**src/rtl/irq_pending_latch_pkg.sv**
```systemverilog
// Shared types and defaults for the interrupt pending latch.
package irq_pkg;

  localparam int N_LINES_DEF = 4;
  localparam int CNT_W_DEF   = 2;

  typedef logic [CNT_W_DEF-1:0]           irq_cnt_t;
  typedef logic [$clog2(N_LINES_DEF)-1:0] irq_idx_t;

  // Per-line counter action resolved from clr/inc/dec and the current count.
  typedef enum logic [2:0] {
    ACT_HOLD,
    ACT_CLR,
    ACT_INC,
    ACT_SAT,
    ACT_DEC,
    ACT_UNDER
  } cnt_act_e;

endpackage

```
**src/rtl/irq_pending_latch_if.sv**
```systemverilog
// Consumer-side bundle: ack handshake in, pending vector and ack error out.
interface irq_pending_latch_if
  import irq_pkg::*;
#(
  parameter int N_LINES = N_LINES_DEF
);

  localparam int IDX_W = $clog2(N_LINES);

  logic               ack_valid;
  logic [IDX_W-1:0]   ack_idx;
  logic               ack_err;
  logic [N_LINES-1:0] pending;
  logic               any_pend;

  modport master (
    output ack_valid,
    output ack_idx,
    input  ack_err,
    input  pending,
    input  any_pend
  );

  modport slave (
    input  ack_valid,
    input  ack_idx,
    output ack_err,
    output pending,
    output any_pend
  );

endinterface

```
**src/rtl/irq_pending_latch_line_counter.sv**
```systemverilog
// Saturating up/down counter for one interrupt line with sticky overflow.
module irq_line_counter
  import irq_pkg::*;
#(
  parameter int CNT_W = CNT_W_DEF
) (
  input  logic             clk,
  input  logic             rst_n,
  input  logic             clr,
  input  logic             inc,
  input  logic             dec,
  output logic [CNT_W-1:0] cnt,
  output logic             overflow,
  output logic             underflow
);

  localparam logic [CNT_W-1:0] CNT_MAX = '1;

  cnt_act_e act;

  always_comb begin
    act = ACT_HOLD;
    if (clr)              act = ACT_CLR;
    else if (inc && dec)  act = ACT_HOLD;
    else if (inc)         act = (cnt == CNT_MAX) ? ACT_SAT : ACT_INC;
    else if (dec)         act = (cnt == '0) ? ACT_UNDER : ACT_DEC;
  end

  assign underflow = (act == ACT_UNDER);

  always_ff @(posedge clk or negedge rst_n) begin
    if (!rst_n) begin
      cnt      <= '0;
      overflow <= 1'b0;
    end else begin
      case (act)
        ACT_CLR: begin
          cnt      <= '0;
          overflow <= 1'b0;
        end
        ACT_INC: cnt      <= cnt + 1'b1;
        ACT_SAT: overflow <= 1'b1;
        ACT_DEC: cnt      <= cnt - 1'b1;
        default: ;
      endcase
    end
  end

endmodule

```
**src/rtl/irq_pending_latch.sv**
```systemverilog
// Per-line pending counters feeding a masked pending vector to the priority encoder.
// Build option: define IRQ_EDGE_DETECT_EN to treat irq_in as level-type (rising-edge counted).
module irq_pending_latch
  import irq_pkg::*;
#(
  parameter int N_LINES = N_LINES_DEF,
  parameter int CNT_W   = CNT_W_DEF
) (
  input  logic                clk,
  input  logic                rst_n,
  input  logic [N_LINES-1:0]  irq_in,
  input  logic [N_LINES-1:0]  mask,
  input  logic                clr_all,
  output logic [N_LINES-1:0]  overflow,
  irq_pending_latch_if.slave  cons
);

  localparam int IDX_W = $clog2(N_LINES);
  localparam logic [IDX_W:0] N_LINES_EXT = (IDX_W+1)'(N_LINES);

  logic [N_LINES-1:0] req;
  logic [N_LINES-1:0] ack_hit;
  logic [N_LINES-1:0] underflow;
  logic [N_LINES-1:0] cnt_nz;
  logic [IDX_W:0]     idx_ext;
  logic               idx_bad;
  logic [N_LINES-1:0] pending_d;

`ifdef IRQ_EDGE_DETECT_EN
  logic [N_LINES-1:0] irq_q;

  always_ff @(posedge clk or negedge rst_n) begin
    if (!rst_n) irq_q <= '0;
    else        irq_q <= irq_in;
  end

  assign req = irq_in & ~irq_q;
`else
  assign req = irq_in;
`endif

  // Index is zero-extended so out-of-range acks are detectable for any N_LINES.
  assign idx_ext = {1'b0, cons.ack_idx};
  assign idx_bad = cons.ack_valid && (idx_ext >= N_LINES_EXT);

  always_comb begin
    ack_hit = '0;
    for (int unsigned i = 0; i < N_LINES; i++) begin
      ack_hit[i] = cons.ack_valid && (idx_ext == (IDX_W+1)'(i));
    end
  end

  for (genvar g = 0; g < N_LINES; g++) begin : g_line
    logic [CNT_W-1:0] cnt;

    irq_line_counter #(
      .CNT_W (CNT_W)
    ) u_cnt (
      .clk       (clk),
      .rst_n     (rst_n),
      .clr       (clr_all),
      .inc       (req[g]),
      .dec       (ack_hit[g]),
      .cnt       (cnt),
      .overflow  (overflow[g]),
      .underflow (underflow[g])
    );

    assign cnt_nz[g] = (cnt != '0);
  end

  assign pending_d = cnt_nz & mask;

  always_ff @(posedge clk or negedge rst_n) begin
    if (!rst_n) begin
      cons.pending  <= '0;
      cons.any_pend <= 1'b0;
      cons.ack_err  <= 1'b0;
    end else begin
      cons.pending  <= pending_d;
      cons.any_pend <= |pending_d;
      cons.ack_err  <= (|underflow) || (idx_bad && !clr_all);
    end
  end

endmodule
```
**src/flat_wrapper.sv**
```systemverilog
// flat-port wrapper written by rule: the top's interface ports become plain ports
module irq_pending_latch_flat import irq_pkg::*;
#(
  parameter int N_LINES = N_LINES_DEF,
  parameter int CNT_W   = CNT_W_DEF
)
  (clk, rst_n, irq_in, mask, clr_all, overflow, cons_ack_valid, cons_ack_idx, cons_ack_err, cons_pending, cons_any_pend);
  irq_pending_latch_if #(.N_LINES(N_LINES)) cons_i ();
  input  logic clk;
  input  logic rst_n;
  input  logic [N_LINES-1:0] irq_in;
  input  logic [N_LINES-1:0] mask;
  input  logic clr_all;
  output logic [N_LINES-1:0] overflow;
  input wire logic [$bits(cons_i.ack_valid)-1:0] cons_ack_valid;
  input wire logic [$bits(cons_i.ack_idx)-1:0] cons_ack_idx;
  output wire logic [$bits(cons_i.ack_err)-1:0] cons_ack_err;
  output wire logic [$bits(cons_i.pending)-1:0] cons_pending;
  output wire logic [$bits(cons_i.any_pend)-1:0] cons_any_pend;
  assign cons_i.ack_valid = cons_ack_valid;
  assign cons_i.ack_idx = cons_ack_idx;
  assign cons_ack_err = cons_i.ack_err;
  assign cons_pending = cons_i.pending;
  assign cons_any_pend = cons_i.any_pend;
  irq_pending_latch #(.N_LINES(N_LINES), .CNT_W(CNT_W)) u_core (.clk(clk), .rst_n(rst_n), .irq_in(irq_in), .mask(mask), .clr_all(clr_all), .overflow(overflow), .cons(cons_i));
endmodule
```
**config.mk**
```make
export PLATFORM = sky130hd
export DESIGN_NAME = irq_pending_latch_flat
export DESIGN_NICKNAME = d
export VERILOG_FILES = /design/src/rtl/irq_pending_latch_pkg.sv /design/src/rtl/irq_pending_latch_if.sv /design/src/rtl/irq_pending_latch_line_counter.sv /design/src/rtl/irq_pending_latch.sv /design/src/flat_wrapper.sv
export SDC_FILE = /design/constraint.sdc
export NUM_CORES = 1
export LEC_CHECK = 0
export ABC_AREA = 1
export BUFFER_PORTS_ARGS = -buffer_cell sky130_fd_sc_hd__clkbuf_2
export CAP_MARGIN = 10
export CORE_UTILIZATION = 53
export DETAILED_ROUTE_END_ITERATION = 7
export PLACE_DENSITY = 0.76
export SYNTH_ARGS = -nofsm -noshare
export SYNTH_HDL_FRONTEND = slang
export SYNTH_SLANG_ARGS = --single-unit
```
**constraint.sdc**
```tcl
create_clock -name clk -period 1.3 [get_ports clk]
set_clock_uncertainty 0.05 [all_clocks]
set_input_delay 0.325 -clock clk [delete_from_list [all_inputs] [get_ports clk]]
set_output_delay 0.325 -clock clk [all_outputs]
set_load 0.02 [all_outputs]
```
==> results of run 1 <==
[flip-flops by register name, indices dropped and copies added, names as in the netlist]
name,flops
u_core.cons.ack_err,1
u_core.g_line.u_cnt.overflow,4
u_core.g_line.u_cnt.cnt,8
u_core.cons.any_pend,1
u_core.cons.pending,4
[logic make-up (layout without fill, tap and decap cells)]
group	after synthesis	after routing	synth area share (%)
AND/OR/NAND/NOR	100	100	41.61
buffers and inverters	33	63	12.53
flip-flops	18	18	39.22
AO/OA/AOI/OAI	12	12	5.882
XOR/XNOR	1	1	0.7627
[worst min-delay path, delay by kind of cell]
kind,cells,cell delay [ns]
buffers and inverters,2,0.12
AND/OR/NAND/NOR,1,0.04
[metrics by stage]
stage	hold slack, ns	util, %	TNS, ns	cell area [um^2]	cells
floorplan	-0.02059	-	0	1149	164
global placement	0.2395	65.69	-0.09030	1315	216
detailed placement	0.2404	65.69	-0.3866	1315	216
CTS	0.1784	68.00	0	1361	221
global route	0.1765	69.25	0	1386	221
finish	0.1777	69.25	0	1386	221
[power by group through the flow]
stage	sequential, mW	clock (mW)	combinational [mW]
6_report	0.664	0.335	0.413
3_3_place_gp	0.666	0	0.389
4_1_cts	0.660	0.342	0.404
3_5_place_dp	0.671	0	0.399
2_1_floorplan	0.693	0	0.235
5_1_grt	0.670	0.373	0.463
[cell type report]
class / instances / area [um^2]
fill: 188 / 615.6
multi-input combinational: 113 / 579.3
sequential: 18 / 450.4
timing repair buffer: 32 / 185.2
inverter: 27 / 101.3
clock buffer: 4 / 36.28
tap: 27 / 33.78
[placed cells by master, fill, tap and decap left out, drive strengths merged]
cell type / count
nand3b: 3
nand4: 7
xnor2: 1
nor2: 23
dlygate4sd3: 1
buf: 8
a21oi: 3
a31oi: 3
clkinv: 1
or2: 1
nand3: 27
o21ai: 6
inv: 26
clkbuf: 27
dfrtp: 18
nand2: 39
[timing repair]
item / 4_1_cts / 5_1_grt
hold endpoints to repair: 18 / 0
hold buffers: 1 / 0
endpoints found under the setup margin: 0 / 8
resized for setup: 0 / 7
[layer usage]
metal / vias to the layer above / part of all wire, % / wire (um) / global-route usage [%]
li1: 589 / - / - / -
met1: 509 / 44 / 1084 / 27.79
met2: 33 / 52 / 1268 / 42.25
met3: 0 / 4.4 / 108 / 4.088
met4: 0 / 0 / 0 / 5.882
met5: - / 0 / 0 / 0
[final timing paths]
check / to / start / slack (ns)
setup / recovery: overflow[0] / u_core.g_line[0].u_cnt.overflow / 0.07
hold / removal: u_core.cons.pending[2] / mask[2] / 0.18
setup reg to reg: u_core.g_line[3].u_cnt.cnt[1] / u_core.g_line[3].u_cnt.cnt[0] / 0.11
hold reg to reg: u_core.g_line[3].u_cnt.overflow / u_core.g_line[3].u_cnt.overflow / 0.45
max in group asynchronous: u_core.g_line[1].u_cnt.cnt[0] / rst_n / 0.44
min in group asynchronous: u_core.g_line[2].u_cnt.overflow / rst_n / 0.45
==> reports/metrics.yaml, run 1 <==
crit_family: "flip-flops"
synthDominantCellAreaShare_pct: 39.22
gp_congestion: 0.8765
p_leak_nw: 0.7955
ys_seq_elements: 18
clock_latency_ns: 0.28
yosysUniqueCellTypes: 22
clock_path_buffers: 2
startpoint_type: "flip-flop"
yosys_most_used_dff: "dfrtp_1"
yosysMostFrequentCell: "nand2_1"
via_count: 1131
final_hold_viol_count: 0
synth.top_cells.by_area: "dfrtp_1 39%, nand2_1 12%, nand3_1 10%, inv_1 8.2%, nor2_1 6.2%"
drtAntennaViolNets: 0
power_density_nw_per_um2: 1019
r2r_cells: 5
pre_cts_slack_ns: -0.1015
dr.pass1.iters: 4
core_um2: 2002
track_usage_pct: 23.06
clkTransAtPathRegs_ns: 0.10
grt_pass1_vias: 1052
grt-ovfl-total: 0
ioPinCount: 24
initialDrtViolationCount: 35
max_stage_delay_ns: 0.41
critical_path_class: "reg2out"
drt_wl_total_mm: 2.461
cp_max_fo: 2
finalCritPeriodShare_pct: 94.54
syn-num-nets: 178
synthCells: 164
row_count: 16
avgSynthCellArea_um2: 7.004
crit_chain: "clkbuf_2"
dp_hpwl_mm: 1.989
grt_pass1_wl_mm: 4.222
cts_max_level: 1
power.internal_mw: 0.9464
netlist_area_um2: 1149
cts_setup_buffers: 0
critPathCaptureType: "output pin"
p_sw_share_pct: 33.00
drive_above_1_share_pct: 27.84
rsz0062_at_grt: "no"
setup_violations: 0
worst_slew_pin_slew_ns: 0.4463
cp_slowest_cell: "dfrtp_1"
power.total_mw: 1.412
whs_path_depth: 3
period_needed_ns: 1.229
grt_max_degree: 19
yosysTopAreaCell: "dfrtp_1"
path_depth: 1
num-nets-final: 209
ys_top_cells_by_count: "36 x nand2_1, 25 x inv_1, 24 x nand3_1"
synth_edf_count: 0
cts-root-buf: "clkbuf_4"
power.switching_mw: 0.4661
yosysWarnings: 0
post_drt_via_cell_ratio: 5.118
cts_sinks: 18
seq_area_frac_synth_pct: 39.22
p_clk_share_pct: 23.7
slew_violations: 0
async_flop_share_pct: 100.0
route.detailed.drc: 0
status: "finished, final reports clean"
max-vdd-ir-drop_mv: 0.6078
numPortBuffers: 23
antenna_cells: 0
worstHoldPathType: "in2reg"
fmax_mhz: 813.6
comb_power_share_pct: 29.2
power_frac_seq_pct: 47.0
initial_core_util_pct: 57.38
wl_per_cell_um: 11.14
cts_tree: "built"
cp_data_required_time_ns: 0.93
die_height_um: 48.55
antenna_found_initial: 0
relSlewSlack_pct: 70.21
layout_setup_ws_ns: 0.07094
crit_arrival_ns: 0.85
maxCapViolCount: 0
numCtsBuffers: 3
die_area_um2: 2357
synthToLayoutAreaGrowth_pct: 20.70
die_w_um: 48.55
cp_num_buf_inv: 1
Power figures use the tool's default switching activity.
==> inputs of run 2 (changes only) <==
Settings changed: CORE_UTILIZATION 53 to 54, PLACE_DENSITY 0.76 to 0.77, SYNTH_HIERARCHICAL set to 1.
==> run 2 against run 1 <==
Against the previous run: maximum frequency increased by 0.16%; combinational power decreased by 6.1%; die area increased by 1.6%; register-to-register slack improved by 0.02 ns; wire length increased by 8.1%; first-iteration DRC count decreased by 2.9%; final cell count increased by 16%; global-route usage increased by 1.1 points; critical endpoint is now overflow[1]; area after synthesis increased by 3.6%; sequential power about the same; largest cell class unchanged; critical path depth unchanged; via count increased by 12%; critical path type unchanged.
==> reports/metrics.yaml, run 2 <==
yosysWarnings: 6  # was 0
clkTransAtPathRegs_ns: 0.11  # was 0.10 ns
finalCritPeriodShare_pct: 94.39  # was 94.54%
setup_violations: 0  # unchanged
route.detailed.drc: 0  # unchanged
die_height_um: 48.94  # was 48.55 um
async_flop_share_pct: 100.0  # unchanged
cts-root-buf: "clkbuf_4"  # unchanged
p_leak_nw: 0.8961  # was 0.7955 nW
cp_data_required_time_ns: 0.93  # about the same
synthToLayoutAreaGrowth_pct: 23.76  # was 20.70%
cp_slowest_cell: "dfrtp_1"  # unchanged
yosysMostFrequentCell: "nand2_1"  # unchanged
synth.top_cells.by_area: "dfrtp_1 38%, nand2_1 17%, nor2_1 10%, inv_1 9.8%, nand3_1 8.4%"  # was dfrtp_1 39%, nand2_1 12%, nand3_1 10%, inv_1 8.2%, nor2_1 6.2%
dp_hpwl_mm: 2.035  # was 1.989 mm
initialDrtViolationCount: 34  # was 35
die_area_um2: 2395  # was 2357 um^2
grt_pass1_vias: 1175  # was 1052
gp_congestion: 0.9291  # was 0.8765
max_stage_delay_ns: 0.40  # was 0.41 ns
power.internal_mw: 0.9227  # was 0.9464 mW
top_register: "u_core/g_line.u_cnt/cnt"  # was u_core.g_line.u_cnt.cnt
rr_startpoint: "u_core/g_line[2].u_cnt/cnt[0]"  # was u_core.g_line[3].u_cnt.cnt[0]
period_needed_ns: 1.227  # was 1.229 ns
num-nets-final: 245  # was 209
wirelength_met1_mm: 1.167  # was 1.084 mm
r2r_end: "u_core/g_line[2].u_cnt/cnt[1]"  # was u_core.g_line[3].u_cnt.cnt[1]
top_layer_used: "met4"  # was met3
crit_family: "flip-flops"  # unchanged
antenna_found_initial: 0  # unchanged
p_sw_share_pct: 34.32  # was 33.00%
drtAntennaViolNets: 0  # unchanged
avgSynthCellArea_um2: 6.230  # was 7.004 um^2
post_drt_via_cell_ratio: 4.922  # was 5.118
netlist_area_um2: 1190  # was 1149 um^2
wl_per_cell_um: 10.35  # was 11.14 um
power_frac_seq_pct: 47.4  # was 47.0%
design_area_um2: 1473  # was 1386 um^2
dp_cells: 252  # was 216
wl_met3_um: 101  # was 108 um
status: "finished, final reports clean"  # unchanged
clock_latency_ns: 0.29  # was 0.28 ns
worst_slew_pin_slew_ns: 0.4351  # was 0.4463 ns
fmax_mhz: 814.9  # was 813.6 MHz
maxCapViolCount: 0  # unchanged
min_from: "mask[3]"  # was mask[2]
hold_end: "u_core/cons.pending[3]"  # was u_core.cons.pending[2]
yosys_most_used_dff: "dfrtp_1"  # unchanged
cts_sinks: 18  # unchanged
cp_max_fo: 2  # unchanged
max-vdd-ir-drop_mv: 0.5169  # was 0.6078 mV
crit_chain: "clkbuf_2"  # unchanged
r2r_cells: 7  # was 5
cts_tree: "built"  # unchanged
worstHoldPathType: "in2reg"  # unchanged
cts_setup_buffers: 0  # unchanged
grt_max_degree: 19  # unchanged
yosysUniqueCellTypes: 12  # was 22
slew_violations: 0  # unchanged
cts_max_level: 1  # unchanged
power_density_nw_per_um2: 953.9  # was 1019 nW/um^2
seq_area_frac_synth_pct: 37.85  # was 39.22%
die_w_um: 48.94  # was 48.55 um
fin_cells: 257  # was 221
row_count: 16  # unchanged
layout_commonest_cell: "nand2_1"  # unchanged
grt-ovfl-total: 0  # unchanged
power.switching_mw: 0.4821  # was 0.4661 mW
comb_power_share_pct: 27.6  # was 29.2%
ys_seq_elements: 18  # unchanged
dpl_cell_area_um2: 1426  # was 1315 um^2
via_count: 1265  # was 1131
rsz0062_at_grt: "no"  # unchanged
ioPinCount: 24  # unchanged
whs_path_depth: 3  # unchanged
largest_register_ffs: 8  # unchanged
numPortBuffers: 23  # unchanged
final_cell_mix: "54 x nand2_1, 32 x nor2_1, 31 x inv_1"  # was 36 x nand2_1, 25 x inv_1, 24 x nand3_1
relSlewSlack_pct: 70.99  # was 70.21%
initial_core_util_pct: 58.85  # was 57.38%
p_clk_share_pct: 24.9  # was 23.7%
cp_num_buf_inv: 1  # unchanged
dr.pass1.iters: 4  # unchanged
syn-num-nets: 205  # was 178
crit_arrival_ns: 0.85  # about the same
power.total_mw: 1.405  # was 1.412 mW
synthCells: 191  # was 164
critPathCaptureType: "output pin"  # unchanged
core_um2: 2022  # was 2002 um^2
regToRegSetupSlack_ns: 0.13  # was 0.11 ns
grt_pass1_wl_mm: 4.519  # was 4.222 mm
drive_above_1_share_pct: 26.09  # was 27.84%
critical_path_class: "reg2out"  # unchanged
clock_path_buffers: 2  # unchanged
antenna_cells: 0  # unchanged
top_regs: "u_core/g_line.u_cnt/cnt: 8 flops, u_core/cons.pending: 4 flops, u_core/g_line.u_cnt/overflow: 4 flops"  # was u_core.g_line.u_cnt.cnt: 8 flops, u_core.cons.pending: 4 flops, u_core.g_line.u_cnt.overflow: 4 flops
drt_wl_total_mm: 2.660  # was 2.461 mm
met2_length_mm: 1.377  # was 1.268 mm
synth_edf_count: 0  # unchanged
final_hold_viol_count: 0  # unchanged
synthDominantCellAreaShare_pct: 37.85  # was 39.22%
ys_top_cells_by_count: "54 x nand2_1, 32 x nor2_1, 31 x inv_1"  # was 36 x nand2_1, 25 x inv_1, 24 x nand3_1
numCtsBuffers: 3  # unchanged
yosysTopAreaCell: "dfrtp_1"  # unchanged
track_usage_pct: 24.20  # was 23.06%
startpoint_type: "flip-flop"  # unchanged
-- run 2: cell families after synthesis --
| group | count (synthesis) | synth area share (%) |
|---|---|---|
| compound gates | 4 | 1.683 |
| buf+inv | 39 | 12.30 |
| flops | 18 | 37.85 |
| simple gates | 130 | 48.16 |
-- run 2: power by group through the flow --
| stage | registers, mW | logic (mW) | clock network, mW |
|---|---|---|---|
| 2_1_floorplan | 0.703 | 0.220 | 0 |
| 3_3_place_gp | 0.674 | 0.367 | 0 |
| 3_5_place_dp | 0.676 | 0.382 | 0 |
| 4_1_cts | 0.665 | 0.387 | 0.356 |
| 5_1_grt | 0.674 | 0.440 | 0.383 |
| 6_report | 0.666 | 0.388 | 0.350 |
-- run 2: repair_timing --
item	CTS	global route
hold buffers	1	0
hold endpoints to repair	18	0
resized for setup	0	0
-- run 2: area by class of cell --
type / count / area (um^2)
Inverter: 39 / 146.4
Tap cell: 27 / 33.78
Clock buffer: 4 / 36.28
Fill cell: 174 / 549.3
Timing Repair Buffer: 35 / 207.7
Sequential cell: 18 / 450.4
Multi-Input combinational cell: 134 / 598.1
-- run 2: per-stage QoR --
| stage | setup slack, ns | utilization [%] | hold slack [ns] | setup TNS [ns] |
|---|---|---|---|---|
| 2_1_floorplan | -0.05264 | - | -0.02059 | -0.1803 |
| 3_3_place_gp | -0.1260 | 70.54 | 0.2298 | -0.7319 |
| 3_5_place_dp | -0.1686 | 70.54 | 0.2375 | -1.242 |
| 4_1_cts | 0.07089 | 72.83 | 0.1705 | 0 |
| 5_1_grt | 0.03600 | 72.83 | 0.1688 | 0 |
| 6_report | 0.07290 | 72.83 | 0.1758 | 0 |
-- run 2: worst max-delay path by stage --
| stage | from | end | slack (ns) | depth (start not counted) |
|---|---|---|---|---|
| floorplan | cons_ack_idx[1] | u_core/g_line[2].u_cnt/cnt[1] | -0.05 | 9 |
| global placement | cons_ack_idx[1] | u_core/g_line[2].u_cnt/cnt[1] | -0.13 | 11 |
| detailed placement | cons_ack_idx[1] | u_core/g_line[2].u_cnt/cnt[1] | -0.17 | 11 |
| CTS | u_core/g_line[1].u_cnt/overflow | overflow[1] | 0.07 | 1 |
| global route | cons_ack_idx[0] | u_core/g_line[1].u_cnt/cnt[0] | 0.04 | 11 |
| finish | u_core/g_line[1].u_cnt/overflow | overflow[1] | 0.07 | 1 |
-- run 2: routing by layer --
metal  global-route usage, %  vias to the layer above
li1                        -                      665
met1                   27.33                      562
met2                   45.83                       36
met3                   3.427                        2
met4                   8.333                        0
met5                       0                        -
==> inputs of run 3 (changes only) <==
Settings changed: CORE_UTILIZATION 54 to 48, PLACE_DENSITY 0.77 to 0.72.
Clock period 1.3 ns to 1 ns, I/O delays scaled along.
==> run 3 against run 2 <==
Against the previous run: clock power rose by 32%; count of clock-buffer cells in the layout did not move; combinational power rose by 91%; setup slack got worse by 0.25 ns; global-route usage rose by 2.2 points; the flow now finishes with violations (setup timing); total power rose by 49%; critical path depth rose by 5; sequential share of layout area fell by 5.9 points; wire length rose by 31%.
==> reports/metrics.yaml, run 3 (synthesized netlist as in run 2, its figures left out) <==
status: "finished, violations left"  # was finished, final reports clean
violations: "setup timing"
rr_startpoint: "u_core/g_line[3].u_cnt/cnt[0]"  # was u_core/g_line[2].u_cnt/cnt[0]
rsz0062_at_grt: "yes"  # was no
final_cell_mix: "41 x nand2_1, 23 x nor2_1, 21 x inv_1"  # was 54 x nand2_1, 32 x nor2_1, 31 x inv_1
die_area_um2: 2682  # was 2395 um^2
core_um2: 2276  # was 2022 um^2
cpMostUsedCell: "nand2_2"
initialDrtViolationCount: 37  # was 34
ioPinCount: 24  # unchanged
power.total_mw: 2.098  # was 1.405 mW
drt_wl_total_mm: 3.495  # was 2.660 mm
track_usage_pct: 26.44  # was 24.20%
top_regs: "u_core/g_line.u_cnt/cnt: 8 flops, u_core/cons.pending: 4 flops, u_core/g_line.u_cnt/overflow: 4 flops"  # unchanged
min_from: "mask[3]"  # unchanged
layout_commonest_cell: "nand2_1"  # unchanged
worst_slew_pin_slew_ns: 0.4416  # was 0.4351 ns
finalCritPeriodShare_pct: 118.0
numPortBuffers: 23  # unchanged
synthToLayoutAreaGrowth_pct: 56.15  # was 23.76%
critPathCaptureType: "flip-flop"  # was output pin
regToRegSetupSlack_ns: -0.18  # was 0.13 ns
slew_violations: 0  # unchanged
antenna_cells: 0  # unchanged
drtAntennaViolNets: 0  # unchanged
cts_sinks: 18  # unchanged
grt-ovfl-total: 0  # unchanged
worst_hold_slack_ns: 0.09868  # was 0.1758 ns
max-vdd-ir-drop_mv: 0.7366  # was 0.5169 mV
grt_max_degree: 19  # unchanged
cts_max_level: 1  # unchanged
crit_arrival_ns: 1.32  # was 0.85 ns
cp_data_required_time_ns: 1.14  # was 0.93 ns
gp_congestion: 0.8729  # was 0.9291
power_density_nw_per_um2: 1129  # was 953.9 nW/um^2
wl_per_cell_um: 12.94  # was 10.35 um
dr.pass1.iters: 4  # unchanged
cp_slowest_cell: "dfrtp_2"  # was dfrtp_1
initial_core_util_pct: 52.28  # was 58.85%
hold_end: "u_core/cons.pending[3]"  # unchanged
largest_register_ffs: 8  # unchanged
layout_setup_ws_ns: -0.1795  # was 0.07290 ns
dp_hpwl_mm: 2.115  # was 2.035 mm
numCtsBuffers: 3  # unchanged
p_leak_nw: 1.004  # was 0.8961 nW
fmax_mhz: 847.8
antenna_found_initial: 0  # unchanged
cp_max_fo: 5  # was 2
num-nets-final: 257  # was 245
row_count: 17  # was 16
final_util_pct: 81.64  # was 72.83%
critical_path_class: "reg2reg"  # was reg2out
startpoint_type: "flip-flop"  # unchanged
die_height_um: 51.79  # was 48.94 um
grt_pass1_vias: 1250  # was 1175
crit_chain: "nor2_2 -> nand2_2 -> nand2_2 -> nor2_4 -> nand3_2 -> nand2_1"  # was clkbuf_2
final_hold_viol_count: 0  # unchanged
whs_path_depth: 3  # unchanged
grt_pass1_wl_mm: 5.250  # was 4.519 mm
cts_tree: "built"  # unchanged
cts-root-buf: "clkbuf_4"  # unchanged
route.detailed.drc: 0  # unchanged
via_count: 1384  # was 1265
r2r_end: "u_core/g_line[3].u_cnt/cnt[1]"  # was u_core/g_line[2].u_cnt/cnt[1]
clock_path_buffers: 2  # unchanged
period_needed_ns: 1.180
top_register: "u_core/g_line.u_cnt/cnt"  # unchanged
max_stage_delay_ns: 0.47  # was 0.40 ns
setup_violations: 22  # was 0
r2r_cells: 6  # was 7
maxCapViolCount: 0  # unchanged
clock_latency_ns: 0.30  # was 0.29 ns
pre_cts_slack_ns: -0.4399  # was -0.1686 ns
worstHoldPathType: "in2reg"  # unchanged
drive_above_1_share_pct: 51.65  # was 26.09%
die_w_um: 51.79  # was 48.94 um
clkTransAtPathRegs_ns: 0.11  # about the same
post_drt_via_cell_ratio: 5.126  # was 4.922
relSlewSlack_pct: 70.56  # was 70.99%
run 3: cell types whose count changed in the layout (fill, tap and decap cells not counted), moves of 10 or more:
cell,before,now
buf_6,0,16
nand2_1,54,41
clkbuf_2,23,11
inv_1,31,21
inv_2,8,18
run 3: cell type report:
cell class | instances | area [um^2]
fillers | 155 | 417.9
flip-flops and latches | 18 | 457.9
clock buffers | 4 | 36.28
inverters | 39 | 146.4
repair buffers | 47 | 394.1
well taps | 28 | 35.03
multi-input cells | 134 | 788.3
run 3: how the worst max path moves through the flow:
stage                               startpoint                       endpoint  slack, ns  depth (start not counted)
6_report         u_core/g_line[3].u_cnt/cnt[0]  u_core/g_line[3].u_cnt/cnt[1]      -0.18                          6
5_1_grt                         cons_ack_valid  u_core/g_line[3].u_cnt/cnt[1]      -0.24                         10
4_1_cts        u_core/g_line[1].u_cnt/overflow                    overflow[1]      -0.15                          1
3_5_place_dp                   cons_ack_idx[0]  u_core/g_line[0].u_cnt/cnt[0]      -0.44                         10
3_3_place_gp                   cons_ack_idx[0]  u_core/g_line[0].u_cnt/cnt[1]      -0.41                         10
2_1_floorplan                   cons_ack_valid  u_core/g_line[0].u_cnt/cnt[1]      -0.16                          9
run 3: metrics by stage:
| step | cells | area [um^2] | setup TNS (ns) |
|---|---|---|---|
| after CTS | 267 | 1654 | -1.998 |
| final | 270 | 1858 | -2.545 |
| after global placement | 255 | 1478 | -4.216 |
| after floorplan | 191 | 1230 | -1.293 |
| after global routing | 270 | 1858 | -3.757 |
| after detailed placement | 255 | 1478 | -4.623 |
run 3: timing repair:
item,4_1_cts,5_1_grt
hold endpoints to repair,18,0
pin swaps,15,19
buffers inserted,7,3
resized for setup,29,69
endpoints found under the setup margin,23,24
hold buffers,1,0
run 3: critical path: cells and delay by family (launching register included):
kind / cells / cell delay [ns]
AND/OR/NAND/NOR: 6 / 0.56
flip-flops: 1 / 0.47
run 3: power breakdown:
| group | switching (mW) | total [mW] | internal [mW] |
|---|---|---|---|
| clock | 0.240 | 0.462 | 0.222 |
| combinational | 0.430 | 0.741 | 0.311 |
| sequential | 0.0860 | 0.894 | 0.808 |
| total | 0.756 | 2.10 | 1.34 |
run 3: per-layer routing:
metal  vias up  global-route usage (%)  part of all wire, %
li1        685                       -                    -
met1       638                   31.68                   39
met2        49                   48.48                   54
met3        12                   2.339                  3.7
met4         0                   9.910                  3.3
met5         -                       0                    0
